### src/rtl/servo_arb_pkg.sv
`default_nettype none
// ============================================================================
// Module      : servo_arb_pkg
// Description : Shared types and helpers for the servo access arbiter.
// Revision    : 1.0 - initial release
// ============================================================================
package servo_arb_pkg;

    localparam int ANGLE_W = 8;
    localparam int MAX_REQ = 32;

    typedef enum logic [1:0] {
        ST_IDLE  = 2'd0,
        ST_OWNED = 2'd1,
        ST_HOLD  = 2'd2,
        ST_PARK  = 2'd3
    } arb_state_t;

    function automatic logic [ANGLE_W-1:0] clamp_angle(
        input logic [ANGLE_W-1:0] angle,
        input logic [ANGLE_W-1:0] ceiling
    );
        return (angle > ceiling) ? ceiling : angle;
    endfunction

    // Index of the lowest set bit (highest priority); 0 when nothing is set.
    function automatic int lowest_set(input logic [MAX_REQ-1:0] vec);
        int idx;
        idx = 0;
        for (int i = MAX_REQ - 1; i >= 0; i--) begin
            if (vec[i]) idx = i;
        end
        return idx;
    endfunction

endpackage
`default_nettype wire

### src/rtl/servo_slew_limiter.sv
`default_nettype none
// ============================================================================
// Module      : servo_slew_limiter
// Description : Moves the output angle toward the target by a fixed step on
//               each step enable, landing exactly on the target.
// Revision    : 1.0 - initial release
// ============================================================================
module servo_slew_limiter
    import servo_arb_pkg::*;
#(
    parameter int STEP_DEG   = 1,
    parameter int PARK_ANGLE = 90
) (
    input  logic               clk,
    input  logic               rst,
    input  logic [ANGLE_W-1:0] i_target,
    input  logic               i_step_en,
    output logic [ANGLE_W-1:0] o_angle,
    output logic               o_settled
);

    localparam logic [ANGLE_W-1:0] c_step = ANGLE_W'(STEP_DEG);
    localparam logic [ANGLE_W-1:0] c_park = ANGLE_W'(PARK_ANGLE);

    logic [ANGLE_W-1:0] r_angle;
    logic [ANGLE_W-1:0] w_diff_up;
    logic [ANGLE_W-1:0] w_diff_dn;

    assign w_diff_up = i_target - r_angle;
    assign w_diff_dn = r_angle - i_target;

    // The last step is truncated so the ramp never overshoots.
    always_ff @(posedge clk or posedge rst) begin
        if (rst) begin
            r_angle <= c_park;
        end else if (i_step_en) begin
            if (r_angle < i_target) begin
                r_angle <= (w_diff_up > c_step) ? r_angle + c_step : i_target;
            end else if (r_angle > i_target) begin
                r_angle <= (w_diff_dn > c_step) ? r_angle - c_step : i_target;
            end
        end
    end

    assign o_angle   = r_angle;
    assign o_settled = (r_angle == i_target);

endmodule
`default_nettype wire

### src/rtl/servo_access_arbiter.sv
`default_nettype none
// ============================================================================
// Module      : servo_access_arbiter
// Description : Fixed-priority, preemptive owner arbitration for one servo,
//               with minimum hold, park-on-idle and optional slew limiting
//               (enabled by defining SERVO_ARB_SLEW_EN).
// Revision    : 1.0 - initial release
// ============================================================================
module servo_access_arbiter
    import servo_arb_pkg::*;
#(
    parameter int NREQ        = 3,
    parameter int PARK_ANGLE  = 90,
    parameter int MAX_ANGLE   = 180,
    parameter int STEP_CYCLES = 50_000,
    parameter int STEP_DEG    = 1,
    parameter int MIN_HOLD    = 25_000_000,
    localparam int OWNER_W    = (NREQ > 1) ? $clog2(NREQ) : 1
) (
    input  logic                    clk,
    input  logic                    sys_rst,
    input  logic [NREQ-1:0]         req,
    input  logic [ANGLE_W*NREQ-1:0] angle_in,
    output logic [NREQ-1:0]         grant,
    output logic [OWNER_W-1:0]      owner_id,
    output logic                    busy,
    output logic [ANGLE_W-1:0]      angle_out,
    output logic                    settled,
    output logic                    switch_pulse
);

    localparam int HOLD_W = (MIN_HOLD > 1) ? $clog2(MIN_HOLD) : 1;
    localparam logic [HOLD_W-1:0]  c_hold_last = HOLD_W'(MIN_HOLD - 1);
    localparam logic [ANGLE_W-1:0] c_park      = ANGLE_W'(PARK_ANGLE);
    localparam logic [ANGLE_W-1:0] c_max       = ANGLE_W'(MAX_ANGLE);

    arb_state_t         r_state;
    logic [NREQ-1:0]    r_grant;
    logic [OWNER_W-1:0] r_owner;
    logic [ANGLE_W-1:0] r_target;
    logic [HOLD_W-1:0]  r_hold_cnt;
    logic               r_switch_pulse;

    logic [OWNER_W-1:0] w_low_idx;
    logic [NREQ-1:0]    w_low_onehot;
    logic [ANGLE_W-1:0] w_low_angle;
    logic [ANGLE_W-1:0] w_owner_angle;
    logic [NREQ-1:0]    w_higher;
    logic               w_any_req;
    logic               w_owner_req;
    logic               w_take;

    assign w_any_req     = |req;
    assign w_low_idx     = OWNER_W'(lowest_set(MAX_REQ'(req)));
    assign w_low_onehot  = NREQ'(1) << w_low_idx;
    assign w_low_angle   = clamp_angle(angle_in[ANGLE_W*w_low_idx +: ANGLE_W], c_max);
    assign w_owner_angle = clamp_angle(angle_in[ANGLE_W*r_owner +: ANGLE_W], c_max);
    assign w_owner_req   = req[r_owner];

    always_comb begin
        w_higher = '0;
        for (int i = 0; i < NREQ; i++) begin
            w_higher[i] = req[i] && (i < int'(r_owner));
        end
    end

    // Any transition that hands the servo to the lowest-index requester.
    always_comb begin
        w_take = 1'b0;
        case (r_state)
            ST_IDLE:  w_take = w_any_req;
            ST_OWNED: w_take = |w_higher;
            ST_HOLD:  w_take = (|w_higher) ||
                               (!w_owner_req && (r_hold_cnt == c_hold_last) && w_any_req);
            ST_PARK:  w_take = w_any_req;
            default:  w_take = 1'b0;
        endcase
    end

    always_ff @(posedge clk or posedge sys_rst) begin
        if (sys_rst) begin
            r_state        <= ST_IDLE;
            r_grant        <= '0;
            r_owner        <= '0;
            r_target       <= c_park;
            r_hold_cnt     <= '0;
            r_switch_pulse <= 1'b0;
        end else begin
            r_switch_pulse <= 1'b0;
            if (w_take) begin
                r_state        <= ST_OWNED;
                r_owner        <= w_low_idx;
                r_grant        <= w_low_onehot;
                r_target       <= w_low_angle;
                r_hold_cnt     <= '0;
                r_switch_pulse <= (w_low_onehot != r_grant);
            end else begin
                case (r_state)
                    ST_OWNED: begin
                        if (!w_owner_req) begin
                            r_state    <= ST_HOLD;
                            r_hold_cnt <= '0;
                        end else begin
                            r_target <= w_owner_angle;
                        end
                    end
                    ST_HOLD: begin
                        if (w_owner_req) begin
                            r_state  <= ST_OWNED;
                            r_target <= w_owner_angle;
                        end else if (r_hold_cnt == c_hold_last) begin
                            r_state        <= ST_PARK;
                            r_grant        <= '0;
                            r_owner        <= '0;
                            r_target       <= c_park;
                            r_switch_pulse <= 1'b1;
                        end else begin
                            r_hold_cnt <= r_hold_cnt + 1'b1;
                        end
                    end
                    ST_PARK: begin
                        if (settled) r_state <= ST_IDLE;
                    end
                    default: r_state <= ST_IDLE;
                endcase
            end
        end
    end

    assign grant        = r_grant;
    assign owner_id     = r_owner;
    assign busy         = |r_grant;
    assign switch_pulse = r_switch_pulse;

`ifdef SERVO_ARB_SLEW_EN
    localparam int STEP_W = (STEP_CYCLES > 1) ? $clog2(STEP_CYCLES) : 1;

    logic [STEP_W-1:0] r_step_cnt;
    logic              w_step_en;

    // Free-running step timebase; target changes do not restart it.
    assign w_step_en = (r_step_cnt == STEP_W'(STEP_CYCLES - 1));

    always_ff @(posedge clk or posedge sys_rst) begin
        if (sys_rst) r_step_cnt <= '0;
        else         r_step_cnt <= w_step_en ? '0 : r_step_cnt + 1'b1;
    end

    servo_slew_limiter #(
        .STEP_DEG   (STEP_DEG),
        .PARK_ANGLE (PARK_ANGLE)
    ) u_slew (
        .clk       (clk),
        .rst       (sys_rst),
        .i_target  (r_target),
        .i_step_en (w_step_en),
        .o_angle   (angle_out),
        .o_settled (settled)
    );
`else
    logic [ANGLE_W-1:0] r_angle;

    always_ff @(posedge clk or posedge sys_rst) begin
        if (sys_rst) r_angle <= c_park;
        else         r_angle <= r_target;
    end

    assign angle_out = r_angle;
    assign settled   = (r_angle == r_target);
`endif

endmodule
`default_nettype wire

### config.mk
export PLATFORM = sky130hd
export DESIGN_NAME = servo_access_arbiter
export DESIGN_NICKNAME = d
export VERILOG_FILES = /design/src/rtl/servo_arb_pkg.sv /design/src/rtl/servo_slew_limiter.sv /design/src/rtl/servo_access_arbiter.sv
export SDC_FILE = /design/constraint.sdc
export NUM_CORES = 1
export LEC_CHECK = 0
export ABC_AREA = 1
export CORE_MARGIN = 5
export CORE_UTILIZATION = 57
export DETAILED_ROUTE_END_ITERATION = 10
export PLACE_DENSITY_LB_ADDON = 0.05
export SLEW_MARGIN = 20
export SYNTH_ARGS = -nofsm -noshare
export SYNTH_HDL_FRONTEND = slang
export SYNTH_SLANG_ARGS = --single-unit
### constraint.sdc
create_clock -name clk -period 2.45 [get_ports clk]
set_clock_uncertainty 0.1 [all_clocks]
set_input_delay 0.6125 -clock clk [delete_from_list [all_inputs] [get_ports clk]]
set_output_delay 0.6125 -clock clk [all_outputs]
set_load 0.02 [all_outputs]
==> metrics.txt, run 1 <==
# TYPE chip_impl_metric gauge
chip_impl_metric{name="synth.yosys.warnings",unit=""} 0
chip_impl_metric{name="timing.critical_path.fanout_max",unit=""} 3
chip_impl_metric{name="timing_hold_violations_final",unit=""} 0
chip_impl_info{name="tritoncts",value="built"} 1
chip_impl_metric{name="final_layout_size_suffix_gt1_share",unit="%"} 21.1
chip_impl_metric{name="post_drt_via_cell_ratio",unit=""} 5.18
chip_impl_metric{name="ys_async_sr_fraction",unit="%"} 100
chip_impl_metric{name="tns",unit="ps"} 0
chip_impl_metric{name="nets",unit=""} 629
chip_impl_metric{name="drv.max_cap_violation_count",unit=""} 0
chip_impl_metric{name="placement_rows",unit=""} 29
chip_impl_metric{name="final.min_clock_period",unit="ps"} 2340
chip_impl_metric{name="share_of_the_clock_period_used_by_the_worst_path_after_layout",unit="%"} 95.4
chip_impl_metric{name="chipHeight",unit="µm"} 90.1
chip_impl_metric{name="slew_viol_final",unit=""} 0
chip_impl_metric{name="max-vdd-ir-drop",unit="µV"} 786
chip_impl_metric{name="path_clk_slew",unit="ps"} 90
chip_impl_metric{name="clk_latency",unit="ps"} 300
chip_impl_info{name="outcome",value="completed"} 1
chip_impl_metric{name="synth.cell_area",unit="mm²"} 0.00366
chip_impl_metric{name="wl_per_cell",unit="µm"} 12.9
chip_impl_metric{name="drt_iter0_drc",unit=""} 153
chip_impl_info{name="grt_setup_unrepaired",value="false"} 1
chip_impl_metric{name="dpl.hpwl",unit="µm"} 6990
chip_impl_metric{name="floorplan.io_pins",unit=""} 45
chip_impl_metric{name="final.fill_count",unit=""} 539
chip_impl_info{name="yosys_most_used_dff",value="dfrtp_1"} 1
chip_impl_metric{name="track_usage",unit="%"} 21.7
chip_impl_metric{name="antennaDiodeCount",unit=""} 0
chip_impl_metric{name="gpl.final_weighted_congestion",unit=""} 0.955
chip_impl_metric{name="drc_errors",unit=""} 0
chip_impl_metric{name="postCtsHoldBufs",unit=""} 0
chip_impl_metric{name="fmax",unit="MHz"} 428
chip_impl_metric{name="initial_core_util",unit="%"} 57.9
chip_impl_metric{name="fin_total_pwr",unit="mW"} 4.18
chip_impl_metric{name="num_vias",unit=""} 3491
chip_impl_info{name="path_class",value="reg -> out"} 1
chip_impl_metric{name="io_buffer_count",unit=""} 44
chip_impl_metric{name="total_leakage_power",unit="nW"} 2.20
chip_impl_metric{name="synth_cell_type_count",unit=""} 36
chip_impl_metric{name="placeableCoreArea",unit="mm²"} 0.00631
chip_impl_metric{name="area_delta_synth_final",unit="%"} 24.8
chip_impl_info{name="critical_path_sink_type",value="primary output"} 1
chip_impl_metric{name="horiz_die_dim",unit="µm"} 90.1
chip_impl_info{name="timing.critical_path.from_type",value="flop"} 1
chip_impl_metric{name="cp_data_arrival_time",unit="ps"} 1620
chip_impl_metric{name="grt_pass1_vias",unit=""} 3562
chip_impl_metric{name="syn_area_per_cell",unit="µm²"} 7.06
chip_impl_metric{name="numClockSinks",unit=""} 49
chip_impl_info{name="hold_path_class",value="reg -> reg"} 1
chip_impl_metric{name="crit_required",unit="ps"} 1740
chip_impl_metric{name="first_pass_grt_wire_length",unit="µm"} 15000
chip_impl_metric{name="grt_antenna_before_repair",unit=""} 0
chip_impl_metric{name="worst_slew_pin_slew",unit="ps"} 412
chip_impl_metric{name="post_cts_buffers",unit=""} 0
chip_impl_metric{name="design.die.area",unit="mm²"} 0.00812
chip_impl_metric{name="residual_overflow_from_global_routing",unit=""} 0
chip_impl_metric{name="ys_seq_elements",unit=""} 49
chip_impl_info{name="layout.cells.most_common_list",value="nand2_1, inv_1, nor2_1"} 1
chip_impl_metric{name="pwr_density_cell",unit="mW/mm²"} 916
chip_impl_metric{name="syn_nets",unit=""} 551
chip_impl_metric{name="timing.slew.headroom",unit="%"} 72.3
chip_impl_metric{name="ant_nets",unit=""} 0
chip_impl_metric{name="wl",unit="µm"} 8700
chip_impl_metric{name="finish.cell_count_without_fillers",unit=""} 674
chip_impl_metric{name="grt_max_degree",unit=""} 32
chip_impl_metric{name="number_of_cts_inserted_buffers",unit=""} 5
chip_impl_metric{name="number_of_synthesized_flops_with_an_enable_pin",unit=""} 0
chip_impl_info{name="clk_root_buffer_cell",value="clkbuf_8"} 1
chip_impl_metric{name="cts.path.max_buffers",unit=""} 2
chip_impl_metric{name="drt_pre_antenna_iters",unit=""} 4
chip_impl_metric{name="synth_cells",unit=""} 518
chip_impl_metric{name="synth_seq_area_share",unit="%"} 33.8
chip_impl_metric{name="cts-htree-levels",unit=""} 2
chip_impl_metric{name="placedCellCount",unit=""} 666
chip_impl_info{name="most_common_cell_after_layout_fill_and_taps_aside",value="nand2_1"} 1
chip_impl_metric{name="setup-violations-final",unit=""} 0
-- flip-flops by register name (all words and copies together) (netlist names) --
signal        flops
switch_pulse      1
angle_out         8
owner_id          2
r_state           2
r_target          8
grant             3
r_hold_cnt       25
-- metal layers --
metal	GRT usage, %	wire length (µm)
met5	0	0
met4	9.93	227
met3	3.42	364
met2	41.2	4620
met1	23.2	3490
-- path summary, 6_finish.rpt --
kind                             startpoint           end  slack, ps  cells past startpoint
min in group asynchronous           sys_rst  angle_out[7]        510                      2
worst min-delay path            r_target[6]  angle_out[6]        290                      0
worst min register to register  r_target[6]  angle_out[6]        290                      0
max in group asynchronous           sys_rst      grant[1]       1240                      3
worst max register to register   r_state[0]   r_target[2]        270                     13
worst max-delay path            r_target[1]       settled        110                      4
-- cell families after synthesis --
| kind of cell | share of synthesized area [%] |
|---|---|
| AND/OR/NAND/NOR | 37.4 |
| XOR/XNOR | 7.18 |
| flip-flops | 33.8 |
| AO/OA/AOI/OAI | 10.6 |
| adder cells (fa/ha/maj) | 1.37 |
| buffers and inverters | 9.65 |
-- synthesized netlist by cell type (4+ instances only) --
| library cell | number | share of area [%] |
|---|---|---|
| nand2_1 | 167 | 17 |
| inv_1 | 60 | 6.2 |
| nor2_1 | 42 | 4.3 |
| dfrtp_1 | 41 | 28 |
| nand3_1 | 34 | 4.7 |
| nand2_2 | 20 | 3.4 |
| o21ai_2 | 20 | 4.8 |
| o21ai_0 | 17 | 2.3 |
| xnor2_1 | 15 | 3.6 |
| xor2_1 | 15 | 3.6 |
| a21oi_1 | 10 | 1.4 |
| dfstp_2 | 8 | 5.7 |
| inv_2 | 8 | 0.82 |
| nand4_1 | 7 | 1.2 |
| nand2_4 | 6 | 1.8 |
| nor3_1 | 6 | 0.82 |
| buf_6 | 5 | 1.5 |
| ha_1 | 4 | 1.4 |
| nor2_2 | 4 | 0.68 |
| o22ai_1 | 4 | 0.68 |
-- area by class of cell --
type                       instances  area, µm²  share of cell area (%)
tap                               77       96.3                    2.11
inverter                          69        259                    5.67
timing repair buffer              82        792                    17.4
clock buffer                       6       72.6                    1.59
multi-input combinational        389       2090                    45.9
sequential                        49       1240                    27.1
clock inverter                     2       13.8                   0.302
-- where the power goes --
| group | internal (mW) | switching (mW) | leakage [nW] |
|---|---|---|---|
| Combinational | 1.12 | 1.40 | 1.52 |
| Clock | 0.204 | 0.278 | 0.0456 |
| Sequential | 1.03 | 0.144 | 0.635 |
| Total | 2.36 | 1.82 | 2.20 |
-- worst max-delay path, stage by stage (launching register included) --
cell	delay (ps)
dfstp_2	570
xnor2_1	120
nand4_1	130
nor2_1	150
dlygate4sd2_1	350
-- metrics by stage --
step | instance area [µm²] | hold WS [ps] | setup WS [ps] | util, %
CTS | 4530 | 289 | 31.3 | 71.8
global placement | 4450 | 277 | -229 | 70.5
global route | 4560 | 295 | 20.8 | 72.3
floorplan | 3660 | 267 | 430 | -
finish | 4560 | 287 | 113 | 72.3
detailed placement | 4450 | 275 | -277 | 70.5
-- timing repair --
| item | 4_1_cts | 5_1_grt |
|---|---|---|
| gates resized for setup | 1 | 9 |
| pin swaps | 0 | 1 |
| setup endpoints to repair | 1 | 38 |
Note: power is estimated with default switching activity, not from simulation.
==> run 2: changes to the inputs <==
--- a/config.mk
+++ b/config.mk
@@ -6,9 +6,11 @@
 export NUM_CORES = 1
 export LEC_CHECK = 0
 export ABC_AREA = 1
+export CAP_MARGIN = 40
 export CORE_MARGIN = 5
 export CORE_UTILIZATION = 57
 export DETAILED_ROUTE_END_ITERATION = 10
+export GPL_TIMING_DRIVEN = 0
 export PLACE_DENSITY_LB_ADDON = 0.05
 export SLEW_MARGIN = 20
 export SYNTH_ARGS = -nofsm -noshare
==> run 2 against run 1 <==
- power is 1.3% lower
- sequential cell count stayed put
- wire length is 0.22% higher
- final area is 2.7% lower
- worst setup slack better by 22 ps
- via count is 1.9% lower
- utilization is 2.0 points lower
- first-iteration DRC count is 18% lower
- cell count is 3.0% lower
- sequential power hardly changed
- critical endpoint unchanged
- highest routed layer unchanged
==> metrics.txt, run 2 (synthesis gave the netlist of run 1 again) <==
# TYPE chip_impl_metric gauge
chip_impl_metric{name="wl_per_cell",unit="µm"} 13.3
chip_impl_info{name="registers.top_by_ff_count",value="r_hold_cnt"} 1
chip_impl_metric{name="dr_wl_met2",unit="µm"} 4650
chip_impl_metric{name="max-vdd-ir-drop",unit="µV"} 738
chip_impl_metric{name="wl",unit="µm"} 8720
chip_impl_metric{name="number_of_cts_inserted_buffers",unit=""} 5
chip_impl_metric{name="grt_antenna_before_repair",unit=""} 0
chip_impl_metric{name="floorplan.io_pins",unit=""} 45
chip_impl_info{name="tritoncts",value="built"} 1
chip_impl_metric{name="total_leakage_power",unit="nW"} 2.10
chip_impl_metric{name="cts.path.max_buffers",unit=""} 2
chip_impl_metric{name="crit_required",unit="ps"} 1740
chip_impl_metric{name="numClockSinks",unit=""} 49
chip_impl_metric{name="track_usage",unit="%"} 21.4
chip_impl_metric{name="final_layout_size_suffix_gt1_share",unit="%"} 19.1
chip_impl_metric{name="grt_max_degree",unit=""} 32
chip_impl_metric{name="num_vias",unit=""} 3426
chip_impl_metric{name="route.met3.wl",unit="µm"} 308
chip_impl_metric{name="placedCellCount",unit=""} 640
chip_impl_metric{name="drt_pre_antenna_iters",unit=""} 4
chip_impl_metric{name="cp_data_arrival_time",unit="ps"} 1600
chip_impl_metric{name="postCtsHoldBufs",unit=""} 0
chip_impl_metric{name="drt_iter0_drc",unit=""} 125
chip_impl_metric{name="worst_r2r_path_depth",unit=""} 13
chip_impl_metric{name="pwr_density_cell",unit="mW/mm²"} 929
chip_impl_metric{name="dpl.hpwl",unit="µm"} 6860
chip_impl_metric{name="placement_rows",unit=""} 29
chip_impl_metric{name="share_of_the_clock_period_used_by_the_worst_path_after_layout",unit="%"} 94.5
chip_impl_info{name="layout.cells.most_common_list",value="nand2_1, inv_1, nor2_1, clkdlybuf4s50_1, dfrtp_1"} 1
chip_impl_metric{name="chipHeight",unit="µm"} 90.1
chip_impl_info{name="grt_setup_unrepaired",value="false"} 1
chip_impl_metric{name="gpl.final_weighted_congestion",unit=""} 0.932
chip_impl_metric{name="timing_hold_violations_final",unit=""} 0
chip_impl_metric{name="slew_viol_final",unit=""} 0
chip_impl_metric{name="final.min_clock_period",unit="ps"} 2320
chip_impl_info{name="most_common_cell_after_layout_fill_and_taps_aside",value="nand2_1"} 1
chip_impl_info{name="outcome",value="completed"} 1
chip_impl_metric{name="number_of_flip_flops_in_the_largest_register",unit=""} 25
chip_impl_metric{name="initial_core_util",unit="%"} 57.9
chip_impl_info{name="top_signal_layer_used",value="met4"} 1
chip_impl_metric{name="residual_overflow_from_global_routing",unit=""} 0
chip_impl_metric{name="drc_errors",unit=""} 0
chip_impl_metric{name="worst_slew_pin_slew",unit="ps"} 673
chip_impl_info{name="setup.worst_path.start",value="r_target[1]"} 1
chip_impl_metric{name="path_clk_slew",unit="ps"} 90
chip_impl_metric{name="first_pass_grt_wire_length",unit="µm"} 14800
chip_impl_info{name="worst_r2r_end",value="r_target[2]"} 1
chip_impl_metric{name="setup-violations-final",unit=""} 0
chip_impl_info{name="timing.critical_path.from_type",value="flop"} 1
chip_impl_metric{name="antennaDiodeCount",unit=""} 0
chip_impl_metric{name="design.die.area",unit="mm²"} 0.00812
chip_impl_info{name="setup.worst_path.end",value="settled"} 1
chip_impl_metric{name="nets",unit=""} 609
chip_impl_metric{name="met1Wirelength",unit="µm"} 3540
chip_impl_metric{name="horiz_die_dim",unit="µm"} 90.1
chip_impl_metric{name="clk_latency",unit="ps"} 300
chip_impl_metric{name="area_delta_synth_final",unit="%"} 21.4
chip_impl_metric{name="drv.max_cap_violation_count",unit=""} 0
chip_impl_metric{name="regToRegSetupSlack",unit="ps"} 210
chip_impl_metric{name="timing.critical_path.fanout_max",unit=""} 3
chip_impl_metric{name="ant_nets",unit=""} 0
chip_impl_info{name="clk_root_buffer_cell",value="clkbuf_8"} 1
chip_impl_metric{name="fmax",unit="MHz"} 432
chip_impl_metric{name="timing.slew.headroom",unit="%"} 55.1
chip_impl_info{name="hold_path_class",value="reg -> reg"} 1
chip_impl_info{name="r2r_start",value="r_hold_cnt[0]"} 1
chip_impl_metric{name="grt_pass1_vias",unit=""} 3396
chip_impl_info{name="path_class",value="reg -> out"} 1
chip_impl_metric{name="io_buffer_count",unit=""} 44
chip_impl_metric{name="cts-htree-levels",unit=""} 2
chip_impl_metric{name="finish.cell_count_without_fillers",unit=""} 654
chip_impl_metric{name="post_drt_via_cell_ratio",unit=""} 5.24
chip_impl_info{name="critical_path_sink_type",value="primary output"} 1
chip_impl_metric{name="placeableCoreArea",unit="mm²"} 0.00631
chip_impl_metric{name="hold_ws",unit="ps"} 285
run 2: changes by cell type in the layout (fill, tap and decap cells not counted), sizes merged:
cell,previous run,this run
bufinv,0,1
buf,38,18
clkbuf,6,5
dlygate4sd2,1,2
dlymetal6s2s,2,1
run 2: repair_timing:
action                     4_1_cts  5_1_grt
pin swaps                        2        4
gates resized for setup          8        8
setup endpoints to repair       29       28
buffers inserted                 2        4
run 2: worst min-delay path by stage:
stage / from / to / slack (ps) / cells after the start
2_1_floorplan: r_target[1] / angle_out[1] / 270 / 0
3_3_place_gp: r_target[3] / angle_out[3] / 270 / 0
3_5_place_dp: r_target[1] / angle_out[1] / 270 / 0
4_1_cts: r_target[1] / angle_out[1] / 290 / 0
5_1_grt: r_target[3] / angle_out[3] / 290 / 0
6_report: r_target[1] / angle_out[1] / 280 / 0
run 2: metal layers:
metal	vias to the layer above	global-route usage (%)
li1	1736	-
met1	1580	24.4
met2	90	40.2
met3	20	2.92
met4	0	7.57
met5	-	0
run 2: metrics by stage:
step	power (mW)	setup slack (ps)	utilization (%)	cell area (µm²)	setup TNS, ps
CTS	4.04	40.4	69.2	4370	0
finish	4.12	135	70.3	4440	0
floorplan	2.76	430	-	3660	0
detailed placement	3.40	-425	66.9	4220	-12200
global placement	3.35	-394	66.4	4190	-25450
global route	4.45	10.9	70.3	4440	0
run 2: area by class of cell:
type | count | area, µm²
Fill cell | 548 | 1870
Clock buffer | 5 | 68.8
Sequential cell | 49 | 1240
Inverter | 69 | 259
Timing Repair Buffer | 51 | 526
Multi-Input combinational cell | 389 | 2100
Tap cell | 77 | 96.3
Buffer | 11 | 105
Clock inverter | 3 | 43.8
run 2: worst max-delay path, stage by stage, from the launching register on:
cell and delay (ps):
dfstp_2 560, xnor2_1 120, nand4_1 130, nor2_1 150
dlygate4sd2_1 350
run 2: power by group:
part / switching [mW] / internal (mW)
clock: 0.287 / 0.306
sequential: 0.150 / 1.03
combinational: 1.40 / 0.950
total: 1.84 / 2.29
